### src/rtl/irq_ctrl.sv
// irq_ctrl: conditions four asynchronous rising-edge interrupt lines and presents
// one prioritised, non-nesting request plus vector address to the fetch stage.
//
// Ports
//   CLK         system clock, all state updates on the rising edge
//   RST         synchronous reset, active-low
//   INTERRUPT   asynchronous external IRQ lines (rising-edge sensitive)
//   EN_WE       write strobe for the enable register
//   EN_IN       new enable mask, bit i enables line i
//   INT_ACK     fetch stage has redirected to INT_VECTOR
//   INT_RET     write-back retired return-from-interrupt
//   INT_REQ     request to the fetch stage
//   INT_VECTOR  VEC_BASE + INT_ID*VEC_STRIDE (wraps mod 2^16)
//   INT_ID      line being requested / serviced
//   IN_SERVICE  handler is running
//   PENDING     latched, not-yet-acked edges (before masking)
//   ENABLE      current enable register
module irq_ctrl #(
  parameter logic [15:0] VEC_BASE    = 16'h0100,
  parameter logic [15:0] VEC_STRIDE  = 16'h0010,
  parameter int unsigned SYNC_STAGES = 2
) (
  input  logic        CLK,
  input  logic        RST,
  input  logic [3:0]  INTERRUPT,
  input  logic        EN_WE,
  input  logic [3:0]  EN_IN,
  input  logic        INT_ACK,
  input  logic        INT_RET,
  output logic        INT_REQ,
  output logic [15:0] INT_VECTOR,
  output logic [1:0]  INT_ID,
  output logic        IN_SERVICE,
  output logic [3:0]  PENDING,
  output logic [3:0]  ENABLE
);

  localparam int unsigned NUM_LINES = 4;
  localparam int unsigned ID_W      = 2;
  localparam int unsigned VEC_W     = 16;

  localparam logic [1:0] ST_IDLE    = 2'd0;
  localparam logic [1:0] ST_REQ     = 2'd1;
  localparam logic [1:0] ST_SERVICE = 2'd2;

  logic [NUM_LINES-1:0] sync_q [SYNC_STAGES];
  logic [NUM_LINES-1:0] sync_out;
  logic [NUM_LINES-1:0] prev_q;
  logic [NUM_LINES-1:0] edge_q;

  logic [NUM_LINES-1:0] eligible;
  logic [ID_W-1:0]      winner;
  logic [NUM_LINES-1:0] ack_clr;
  logic [NUM_LINES-1:0] pending_d;

  logic [1:0]       state_q;
  logic [1:0]       state_d;
  logic             req_d;
  logic             svc_d;
  logic [ID_W-1:0]  id_d;
  logic [VEC_W-1:0] vec_d;

  // Synchroniser chain; all stages cleared so a line high at release yields one edge
  always_ff @(posedge CLK) begin
    if (!RST) begin
      for (int unsigned s = 0; s < SYNC_STAGES; s++) begin
        sync_q[s] <= '0;
      end
    end else begin
      sync_q[0] <= INTERRUPT;
      for (int unsigned s = 1; s < SYNC_STAGES; s++) begin
        sync_q[s] <= sync_q[s-1];
      end
    end
  end

  assign sync_out = sync_q[SYNC_STAGES-1];

  // Rising-edge detect, registered once more before it reaches PENDING
  always_ff @(posedge CLK) begin
    if (!RST) begin
      prev_q <= '0;
      edge_q <= '0;
    end else begin
      prev_q <= sync_out;
      edge_q <= sync_out & ~prev_q;
    end
  end

  // Fixed priority: lowest-numbered eligible line wins
  always_comb begin
    eligible = PENDING & ENABLE;
    winner   = '0;
    for (int i = NUM_LINES - 1; i >= 0; i--) begin
      if (eligible[i]) begin
        winner = ID_W'(i);
      end
    end
  end

  // Next-state and next-output logic; ID/vector are frozen outside IDLE
  always_comb begin
    state_d = state_q;
    req_d   = INT_REQ;
    svc_d   = IN_SERVICE;
    id_d    = INT_ID;
    vec_d   = INT_VECTOR;
    ack_clr = '0;
    case (state_q)
      ST_IDLE: begin
        if (|eligible) begin
          state_d = ST_REQ;
          req_d   = 1'b1;
          id_d    = winner;
          vec_d   = VEC_BASE + VEC_W'(winner) * VEC_STRIDE;
        end
      end
      ST_REQ: begin
        if (INT_ACK) begin
          state_d         = ST_SERVICE;
          req_d           = 1'b0;
          svc_d           = 1'b1;
          ack_clr[INT_ID] = 1'b1;
        end
      end
      ST_SERVICE: begin
        if (INT_RET) begin
          state_d = ST_IDLE;
          svc_d   = 1'b0;
        end
      end
      default: begin
        state_d = ST_IDLE;
        req_d   = 1'b0;
        svc_d   = 1'b0;
      end
    endcase
  end

  // A new edge in the ack cycle wins over the clear
  assign pending_d = (PENDING & ~ack_clr) | edge_q;

  // State and registered outputs
  always_ff @(posedge CLK) begin
    if (!RST) begin
      state_q    <= ST_IDLE;
      INT_REQ    <= 1'b0;
      IN_SERVICE <= 1'b0;
      INT_ID     <= '0;
      INT_VECTOR <= '0;
      PENDING    <= '0;
      ENABLE     <= '0;
    end else begin
      state_q    <= state_d;
      INT_REQ    <= req_d;
      IN_SERVICE <= svc_d;
      INT_ID     <= id_d;
      INT_VECTOR <= vec_d;
      PENDING    <= pending_d;
      if (EN_WE) begin
        ENABLE <= EN_IN;
      end
    end
  end

endmodule

### config.mk
export PLATFORM = sky130hd
export DESIGN_NAME = irq_ctrl
export DESIGN_NICKNAME = d
export VERILOG_FILES = /design/src/rtl/irq_ctrl.sv
export SDC_FILE = /design/constraint.sdc
export NUM_CORES = 1
export LEC_CHECK = 0
export ABC_CLOCK_PERIOD_IN_PS = 1500
export CORE_MARGIN = 2
export CORE_UTILIZATION = 47
export DETAILED_ROUTE_END_ITERATION = 7
export GPL_TIMING_DRIVEN = 0
export PLACE_DENSITY_LB_ADDON = 0.08
export REMOVE_ABC_BUFFERS = 1
export SYNTH_ARGS = -nofsm -noshare
export SYNTH_HDL_FRONTEND = slang
export SYNTH_SLANG_ARGS = --single-unit
export TNS_END_PERCENT = 20
### constraint.sdc
create_clock -name CLK -period 1.5 [get_ports CLK]
set_input_delay 0.15 -clock CLK [delete_from_list [all_inputs] [get_ports CLK]]
set_output_delay 0.15 -clock CLK [all_outputs]
set_load 0.01 [all_outputs]
==> results.txt <==
- Startpoint of the most critical register-to-register path: PENDING[2]
- Total number of vias: 831
- Of all nets on the critical path, the largest fanout is 7.
* Count of synthesis-stage warnings from yosys: 0
- Dpl hpwl: about 1300 um
* Core ar.: 2410 um^2
- Starting density of the core: 0.482
- Buffers and inverters on the worst path: 1
- Entering global routing, the biggest net connects 28 pins.
- Routed wire length: 1800 um
- Vias in the first global route: 657
* Nets@finish: 155
* Detailed-routing iteration count for the pre-antenna-repair pass: 3
- For this run the aggregate overflow at the end of global routing stands at 0.
* Slowest cell on crit path: clkdlybuf4s50_1
- Count of unresolved DRC violations after routing: 0
- Final Cell Area: approximately 1500 um^2
* Peak VDD IR: 0.000775 V
* Die boundary width: 53.7 um
- Top achievable clock speed: about 0.7 GHz
* Clk Tree Root Cell: clkbuf_4
- For this run, the leading register cell type out of synthesis is dfxtp_1.
- Using the TritonRoute via totals, the vias-per-cell ratio works out to 4.80.
* Critical path required time: 1350 ps
- Detail Route Antenna Nets: 0
- The H-tree generated during clock tree synthesis spans 2 levels.
- The number of max-slew violations in the final report came to 0.
* Launching instance or port of the critical path: INT_ID[0]
- Top cell types by occurrence after synthesis: 31 x dfxtp_1, 15 x buf_4, 12 x and2_1, 8 x nor2b_1
* Overall power of the completed layout: 1.55 mW
- By startpoint and endpoint, the worst setup path is classified as reg2out.
- After synthesis, the share of flip-flops with an asynchronous set or reset is 0.
- In this run the tightest slew margin relative to its limit is 0.502.
- CTS tree: done
- Final hold slack: 380 ps
- Leakage component of the power: slightly below 0.6 nW
* Clock network latency to the later pin of the worst-skew pair: around 320 ps
* Max-cap violations: 0
- DRC marker count from the first detailed-route iteration: 4
* Combined area of the multi-input logic cells: 448 um^2
- Of the synthesized area, sequential elements account for 0.534.
* Status: finished clean
* Buffers on Ports: 27
* Post-synth top area cell: dfxtp_1
- The filler cells instantiated in the layout total roughly 220.
- Buffers inserted during clock tree synthesis total 5.
* Post-layout utilization of the core: 0.605
* Proportion of layout cells with a drive suffix above 1: 0.0909
- Once the clock tree was built, the setup fixing pass inserted 0 buffers.
- Synthesis handed over a netlist of ~110 instances.
- For this design the top-level I/O count stands at 41.
- Library cells used by synthesis: 27
* Clock transition at the register clock pins on the worst setup and hold paths after CTS: 90 ps
* Area taken by flip-flops and latches: 622 um^2
* Slowest cell delay on critical path: 550 ps
- The number of hold buffers added after CTS was 0.
* Number of enable-type register cells in the synthesized netlist: 0
* Adder and majority gate portion of the synthesized area: 0
* Kind of start point of the critical path: flop
* Sinks on the clock net: 31
* Clock tree buffer depth: 2
- The clock period could shrink to around 1400 ps.
* Synthesized-area fraction occupied by ao, oa, aoi and oai cells: 0.136
- Yosys instantiated no cell more often than dfxtp_1.
- Before CTS, the worst setup slack after placement is -84.1 ps.
- Critical path arrival: 1270 ps
* Type of element capturing the critical path: output pin
- The number of antenna violations at the first check in global routing was 0.
* Share of the cycle needed by the critical path after routing: 0.949
* Synthesized area per cell: 10.2 um^2
- In the post-synthesis netlist, the biggest area contributors are dfxtp_1 53%, buf_4 9.7%, and2_1 6.5%.
* Area added between synthesis and finish: 25.5%
- The startpoint identified for the worst hold timing path is prev_q[1].
- The die covers ~2900 um^2.
- From bottom edge to top edge, the die measures 53.7 um.
- Of the total synthesized cell area, the portion taken by AND, OR, NAND and NOR gates is 0.173.
* Total routing resource utilization after global routing: 0.150
- Wire per inst: 10.4 um
* Areal power density over the cells: between 1000 and 1500 nW/um^2
* Cell family with most CP delay: buffers and inverters
- Fraction of synthesized area in multiplexers: 0.0345
- After synthesis, the largest family of logic cells by area is simple AND/OR/NAND/NOR gates.
- Final non-filler cell total: 173
- Traced cell by cell, the critical path runs through clkdlybuf4s50_1.
- Of the post-synthesis cell area, the dominant cell type holds 0.534.
* Number of placed instances, taps included: between 150 and 200
- In this run the cell area of the synthesized design comes to 1160 um^2.
- Final hold viol count: 0
- Antenna cells: 0
* Post-synthesis share of cell area spent on xor and xnor gates: 0
- Sum of negative setup slack: 0 ps
* Number of storage elements in the synthesis netlist: 31
- Setup slack closes at approximately 77 ps.
- The path class of the tightest hold or removal check is reg2reg.
- Setup violations remaining at the end of the flow were counted as 0.
- At the pin with the least slew margin, the transition time is between 700 and 800 ps.
- Placed cell areas: 1390 um^2
- Unrepaired setup endpoints after global routing: no
- First-pass GRT wire length: ~2900 um
- GPL Wtd Cong: 0.733
- Worst Skew: approximately 7.6 ps
* Count of standard-cell rows: 18
==> cell usage in the layout (no fill, tap or decap) <==
cell type / netlist / layout
a21oi_1: 3 / 3
a21oi_2: 2 / 2
a22oi_1: 2 / 2
a31oi_1: 2 / 2
a32oi_1: 1 / 1
and2_0: 1 / 1
and2_1: 12 / 12
clkbuf_1: 1 / 1
clkbuf_4: 0 / 5
clkbuf_8: 0 / 2
clkdlybuf4s50_1: 0 / 27
conb_1: 1 / 13
dfxtp_1: 31 / 30
dfxtp_2: 0 / 1
inv_1: 3 / 3
mux2i_1: 4 / 4
nand2_1: 3 / 3
nand2_2: 1 / 1
nor2_1: 5 / 5
nor2b_1: 8 / 8
nor3_1: 2 / 2
nor3b_1: 2 / 2
o2111a_1: 1 / 1
o21a_1: 4 / 4
o21ai_0: 5 / 5
o221a_1: 1 / 1
o221a_2: 1 / 1
or2_4: 1 / 1
==> cells by family after synthesis <==
group / count (synthesis)
other: 1
DFF: 31
and+or+nand+nor: 35
muxes: 4
AOI/OAI and AO/OA: 22
buffers and inverters: 21
==> path summary, 6_finish.rpt <==
path                              endpoint  slack, ps  cells after the start
worst max-delay path             INT_ID[0]         80                      1
worst min-delay path             edge_q[1]        380                      1
worst max register to register  state_q[0]        390                      3
worst min register to register   edge_q[1]        380                      1
==> routing by layer <==
layer | global-route usage | wire (um) | vias to the layer above
met1 | 0.174 | 752 | 382
li1 | - | - | 412
met3 | 0.0583 | 153 | 7
met5 | 0 | 0 | -
met4 | 0.115 | 48 | 0
met2 | 0.222 | 844 | 30
==> final cells by class <==
cell class                 instances  area share
multi-input combinational         74       0.307
timing repair buffer              27       0.185
tap                               30      0.0258
sequential                        31       0.427
clock buffer                       8      0.0472
inverter                           3     0.00773
==> report_power, final <==
| part | switching, mW | leakage (nW) | internal [mW] |
|---|---|---|---|
| Clock | 0.258 | 0.0386 | 0.276 |
| Sequential | 0.0198 | 0.254 | 0.854 |
| Combinational | 0.0604 | 0.293 | 0.0803 |
==> timing repair <==
action | CTS | global route
endpoints found under the hold margin | 0 | 0
resized for setup | 1 | 0
setup endpoints to repair | 2 | 0
==> sequential cells by signal (all words and copies together) (netlist names) <==
signal	count
PENDING	4
ENABLE	4
state_q	2
edge_q	4
sync_q	8
IN_SERVICE	1
prev_q	4
INT_REQ	1
INT_ID	1
INT_VECTOR	2
Power figures use the tool's default switching activity.
